==> config.mk <==
export PLATFORM = sky130hd
export DESIGN_NAME = pc_ctrl
export DESIGN_NICKNAME = d
export VERILOG_FILES = /design/src/rtl/pc_ctrl.sv
export SDC_FILE = /design/constraint.sdc
export NUM_CORES = 1
export LEC_CHECK = 0
export BUFFER_PORTS_ARGS = -buffer_cell sky130_fd_sc_hd__buf_4
export CAP_MARGIN = 25
export CORE_ASPECT_RATIO = 0.6
export CORE_UTILIZATION = 56
export CTS_BUF_LIST = sky130_fd_sc_hd__clkbuf_2 sky130_fd_sc_hd__clkbuf_4 sky130_fd_sc_hd__clkbuf_8
export DETAILED_ROUTE_END_ITERATION = 10
export PLACE_DENSITY = 0.93
export SETUP_SLACK_MARGIN = 0.05
export SYNTH_ARGS = -nofsm -noshare
export SYNTH_HDL_FRONTEND = slang
export SYNTH_SLANG_ARGS = --single-unit
==> constraint.sdc <==
create_clock -name clk_i -period 2.52 [get_ports clk_i]
set_clock_uncertainty 0.1 [all_clocks]
set_input_delay 0.378 -clock clk_i [delete_from_list [all_inputs] [get_ports clk_i]]
set_output_delay 0.378 -clock clk_i [all_outputs]
set_load 0.1 [all_outputs]
==> src/rtl/pc_ctrl.sv <==
// pc_ctrl: branch resolution and fetch-PC stage.
// Resolves conditional branches from the comparator flags and computes
// JAL/JALR targets. It owns the fetch PC, squashes younger instructions
// with a fixed-length flush after a redirect, and halts on a misaligned target.
module pc_ctrl #(
  parameter logic [31:0] RESET_PC     = 32'h0000_0000,
  parameter int          FLUSH_CYCLES = 2
) (
  input  logic        clk_i,
  input  logic        rst_i,
  input  logic        instr_valid_i,
  input  logic        is_branch_i,
  input  logic        is_jal_i,
  input  logic        is_jalr_i,
  input  logic [2:0]  br_op_i,
  input  logic [31:0] pc_ex_i,
  input  logic [31:0] imm_i,
  input  logic [31:0] rs1_data_i,
  input  logic        br_less_i,
  input  logic        br_equal_i,
  input  logic        stall_i,
  input  logic        fetch_ready_i,
  output logic        br_unsigned_o,
  output logic        fetch_req_o,
  output logic [31:0] fetch_addr_o,
  output logic [31:0] link_o,
  output logic        flush_o,
  output logic        misalign_o
);

  typedef enum logic [1:0] {RUN, FLUSH, HALT} state_t;

  state_t      state;
  logic [3:0]  cnt;
  logic        taken;
  logic [31:0] target;
  logic        redirect;
  logic        misaligned;
  logic        adv;

  // funct3[1] selects the unsigned flavour (BLTU/BGEU) at the comparator
  assign br_unsigned_o = is_branch_i & br_op_i[1];
  assign link_o        = pc_ex_i + 32'd4;

  // Branch condition decode; 010/011 are not branches and never take
  always_comb begin
    taken = 1'b0;
    case (br_op_i)
      3'b000:  taken = br_equal_i;
      3'b001:  taken = ~br_equal_i;
      3'b100:  taken = br_less_i;
      3'b101:  taken = ~br_less_i;
      3'b110:  taken = br_less_i;
      3'b111:  taken = ~br_less_i;
      default: taken = 1'b0;
    endcase
  end

  // Target select, JALR wins over JAL/branch; JALR clears bit 0
  always_comb begin
    target = pc_ex_i + imm_i;
    if (is_jalr_i) target = (rs1_data_i + imm_i) & ~32'h1;
  end

  assign redirect   = (state == RUN) & instr_valid_i &
                      (is_jal_i | is_jalr_i | (is_branch_i & taken));
  assign misaligned = redirect & (target[1:0] != 2'b00);
  assign adv        = fetch_ready_i & ~stall_i;

  // PC / flush FSM; flush, trap and request flags are registered with the state
  always_ff @(posedge clk_i or posedge rst_i) begin
    if (rst_i) begin
      state        <= RUN;
      fetch_addr_o <= RESET_PC;
      cnt          <= 4'd0;
      flush_o      <= 1'b0;
      misalign_o   <= 1'b0;
      fetch_req_o  <= 1'b1;
    end else begin
      case (state)
        RUN: begin
          if (misaligned) begin
            // Trap: PC is left where it was
            state       <= HALT;
            misalign_o  <= 1'b1;
            fetch_req_o <= 1'b0;
            flush_o     <= 1'b0;
          end else if (redirect) begin
            // Redirect is not held off by stall or fetch backpressure
            fetch_addr_o <= target;
            cnt          <= 4'(FLUSH_CYCLES - 1);
            state        <= FLUSH;
            flush_o      <= 1'b1;
          end else if (adv) begin
            fetch_addr_o <= fetch_addr_o + 32'd4;
          end
        end
        FLUSH: begin
          // EX inputs are ignored here: the EX instruction is being squashed
          if (adv) fetch_addr_o <= fetch_addr_o + 32'd4;
          if (!stall_i) begin
            if (cnt == 4'd0) begin
              state   <= RUN;
              flush_o <= 1'b0;
            end else begin
              cnt <= cnt - 4'd1;
            end
          end
        end
        HALT: begin
          // Only reset leaves the trap
          state <= HALT;
        end
        default: begin
          state       <= HALT;
          misalign_o  <= 1'b1;
          fetch_req_o <= 1'b0;
          flush_o     <= 1'b0;
        end
      endcase
    end
  end

endmodule

==> impl_metrics.csv, run 1 <==
group,metric,value,unit
status,status,"aborted with a tool error",
status,haltStage,"global routing (5_1_grt)",
status,error_line,"[ERROR DPL-0038] Utilization greater than 100%, impossible to legalize",
synthesis,yosysTopAreaCell,"dfrtp_1",
placement,place_congestion,0.979,
synthesis,syn-mean-instance-area,7.34,sq um
floorplan,start_util,0.581,
synthesis,postSynthCellCount,904,
floorplan,row_count,30,
clock_tree,clock-sinks,41,
global_route,grt_max_degree,51,
placement,dpl_cell_area,9850,sq um
synthesis,ys_warn_count,0,
timing,worst_path_end_type,"register input",
clock_tree,cts_buffers,5,
clock_tree,cts_buffer_depth,2,
clock_tree,htree_levels,2,
timing,crit_endpoint,"fetch_addr_o[25]$_DFFE_PP0P_/D",
placement,io_buffer_count,176,
placement,placed_cells,1375,
synthesis,ys_seq_elements,41,
floorplan,die_y,86.3,um
synthesis,synth_top_cell_area_share,0.151,
synthesis,synth_nets,1083,
placement,hpwlAfterDp,22100,um
synthesis,synth_common_cells,"a21oi_1, nand2_1, nor2_1, ha_1, xnor2_1",
synthesis,ys_types,76,
synthesis,synthArstFlopShare,1.00,
synthesis,synth.cell_area,6630,sq um
floorplan,die_w,142,um
floorplan,io_pins,177,
synthesis,synth_ff_type,"dfrtp_1",
clock_tree,clockRootBuffer,"clkbuf_8",
placement,place_ws,-626,ps
synthesis,ys_seq_area_frac,0.155,
synthesis,synth_edf_count,0,
synthesis,yosys.cell_count.top_type,"a21oi_1",
synthesis,synthTopCellsByArea,"dfrtp_1, ha_1, a21oi_1",
==> per-stage QoR <==
stage	hold slack, ps	utilization
global placement	354	0.863
CTS	117	0.915
detailed placement	362	0.863
floorplan	365	-
==> repair_timing <==
action                                  in CTS
setup buffers                               17
hold buffers                                 0
pin swaps                                   41
endpoints found under the setup margin      33
resized for setup                           86
gates cloned                                 0
==> logic make-up after synthesis <==
family,count (synthesis),synth area share
compound gates,311,0.307
xor+xnor,85,0.112
fa+ha+maj,70,0.134
buf+inv,66,0.0415
flops,41,0.155
mux,7,0.0111
simple gates,324,0.239
==> run 2, diff against run 1 <==
Settings changed: CORE_ASPECT_RATIO 0.6 to unset, CORE_UTILIZATION 56 to 40, CTS_BUF_LIST sky130_fd_sc_hd__clkbuf_2 sky130_fd_sc_hd__clkbuf_4 sky130_fd_sc_hd__clkbuf_8 to unset, PLACE_DENSITY 0.93 to unset, PLACE_DENSITY_LB_ADDON set to 0.15, SETUP_SLACK_MARGIN 0.05 to unset.
==> impl_metrics.csv, run 2 <==
group,metric,value,unit
status,status,"finished, violations left",
status,violations,"negative setup slack",
final_layout,largest_reg_flops,32,
route,routedWlPerCell,15.7,um
timing,slew_headroom,0.664,
floorplan,die_y,131,um
global_route,grt_max_degree,51,
route,routed_wl,23000,um
synthesis,synthTopCellsByArea,"dfrtp_1, ha_1, a21oi_1",
final_layout,areaGrowthSynthToFinish,63.2,%
timing,holdWs,54.4,ps
setup_path,arrival,2650,ps
clock_tree,clockRootBuffer,"clkbuf_16",
timing,rsz0062_at_grt,"yes",
synthesis,synth_nets,1083,
timing,tightest_slew,505,ps
synthesis,ys_seq_area_frac,0.155,
clock_tree,cts_buffers,5,
power,intPower,2900,uW
placement,hpwlAfterDp,18700,um
global_route,grt_pass1_wl,36200,um
synthesis,synth_edf_count,0,
final_layout,num-nets-final,1428,
timing,min_period,2550,ps
floorplan,row_count,46,
route,drtAntennaViolNets,0,
synthesis,synthArstFlopShare,1.00,
synthesis,yosys.cell_count.top_type,"a21oi_1",
power,clock_power_share,0.097,
clock_tree,cts_buffer_depth,2,
final_layout,largest_register,"fetch_addr_o",
synthesis,synth_top_cell_area_share,0.151,
synthesis,ys_types,76,
placement,place_congestion,0.892,
timing,final_hold_viol_count,0,
worst_hold_path,hold_class,"in2async",
synthesis,ys_seq_elements,41,
floorplan,die_w,131,um
timing,setup_slack,-28.1,ps
power,power,6890,uW
setup_path,ff2ff_path_depth,10,
route,post-route-drc-count,0,
clock_tree,postCtsHoldBufs,0,
synthesis,synth_common_cells,"a21oi_1, nand2_1, nor2_1, ha_1, xnor2_1",
final_layout,largestRegisters,"fetch_addr_o (32), cnt (4), state (2)",
route,drtIter0Drc,474,
clock_tree,cts_tree,"built",
floorplan,io_pins,177,
timing,setup-violations-final,1,
final_layout,final_cell_mix,"buf_4, a21oi_1, nand2_1",
clock_tree,insertion_delay,290,ps
synthesis,yosysTopAreaCell,"dfrtp_1",
floorplan,core,16100,sq um
floorplan,fp.dieArea,17100,sq um
power,seqPwrFrac,0.183,
power,p_leak,0.00490,uW
timing,drv_slew,0,
final_layout,diodes,0,
setup_path,crit_type,"in2reg",
placement,placed_cells,1449,
global_route,grt_pass1_vias,7535,
route,vias_per_cell,5.45,
synthesis,ys_warn_count,0,
setup_path,start_kind,"primary input",
power,p_per_area,636,nW/um^2
final_layout,layout_commonest_cell,"buf_4",
setup_path,cp.required,2620,ps
flow_run,cap_violations,0,
final_layout,stdcell_area,10800,sq um
global_route,grtUsageTotal,0.265,
synthesis,postSynthCellCount,904,
placement,dpl_cell_area,10100,sq um
placement,io_buffer_count,176,
power,max-vdd-ir-drop,916,uV
synthesis,synth_ff_type,"dfrtp_1",
route,route.vias.total,7986,
floorplan,start_util,0.413,
power,p_sw,3990,uW
setup_path,worstPathMaxFanout,2,
route,dr.pass1.iters,6,
final_layout,drive_gt1_frac,0.426,
clock_tree,htree_levels,2,
clock_tree,clk_pin_slew,60,ps
synthesis,synth.cell_area,6630,sq um
synthesis,syn-mean-instance-area,7.34,sq um
global_route,grt_overflow,0,
timing,fin_crit_sh,1.01,
clock_tree,clock-sinks,41,
power,power_switching_share,0.579,
final_layout,layout.cells.non_filler,1466,
global_route,antenna_found_initial,0,
timing,fmax,392,MHz
power,comb_power_share,0.720,
setup_path,reg2reg_slack,200,ps
setup_path,end_kind,"flip-flop",
placement,place_ws,-425,ps
run 2: cell counts after synthesis:
No cell type changed its count.
run 2: metal layers:
layer | routed length (um) | track usage | part of all wire | vias up
met3 | 1350 | 0.0224 | 0.059 | 23
li1 | - | - | - | 4020
met5 | 0 | 0 | 0 | -
met4 | 242 | 0.0453 | 0.011 | 0
met2 | 10600 | 0.443 | 0.46 | 279
met1 | 10800 | 0.374 | 0.47 | 3664
run 2: worst paths after layout:
kind                                      start               end
worst min register to register       misalign_o        misalign_o
worst max-delay path              rs1_data_i[7]  fetch_addr_o[30]
max in group asynchronous                 rst_i       fetch_req_o
min in group clk_i                   misalign_o        misalign_o
worst max register to register  fetch_addr_o[2]  fetch_addr_o[24]
worst min-delay path                      rst_i  fetch_addr_o[31]
run 2: power groups by stage:
stage / Sequential (uW) / Combinational, uW / Clock (uW)
final: 1260 / 4960 / 670
after global placement: 1250 / 4760 / 0
after detailed placement: 1250 / 4790 / 0
after floorplan: 2860 / 1680 / 0
after CTS: 1250 / 4840 / 676
after global routing: 1290 / 5220 / 703
run 2: cell type report:
| cell class | instances | area, sq um |
|---|---|---|
| clock buffers | 8 | 146 |
| fillers | 1368 | 5240 |
| inverters | 25 | 93.8 |
| multi-input cells | 797 | 6210 |
| flip-flops and latches | 41 | 1050 |
| well taps | 216 | 270 |
| repair buffers | 379 | 3040 |
run 2: logic make-up (layout without fill, tap and decap cells):
family,after synthesis,after routing,synth area share
compound gates,311,311,0.307
buf+inv,66,412,0.0415
xor+xnor,85,85,0.112
mux,7,7,0.0111
fa+ha+maj,70,70,0.134
flops,41,41,0.155
simple gates,324,324,0.239
run 2: repair_timing:
item	CTS	global route
setup endpoints to repair	21	34
pin swaps	9	33
setup buffers	3	6
resized for setup	42	70
run 2: metrics by stage:
stage          setup TNS [ps]  utilization
3_5_place_dp            -7500        0.626
3_3_place_gp            -6600        0.626
5_1_grt                  -218        0.674
2_1_floorplan           -1380            -
6_report                -28.1        0.674
4_1_cts                 -43.9        0.648
run 2: critical path: stages:
cell	delay, ps
buf_6	100
ha_4	240
a21oi_4	160
nor2_2	70
o41ai_4	400
a21oi_4	120
o31ai_4	280
o21ai_4	100
a221oi_2	290
mux2_4	330
a211oi_2	190
Power figures use the tool's default switching activity.
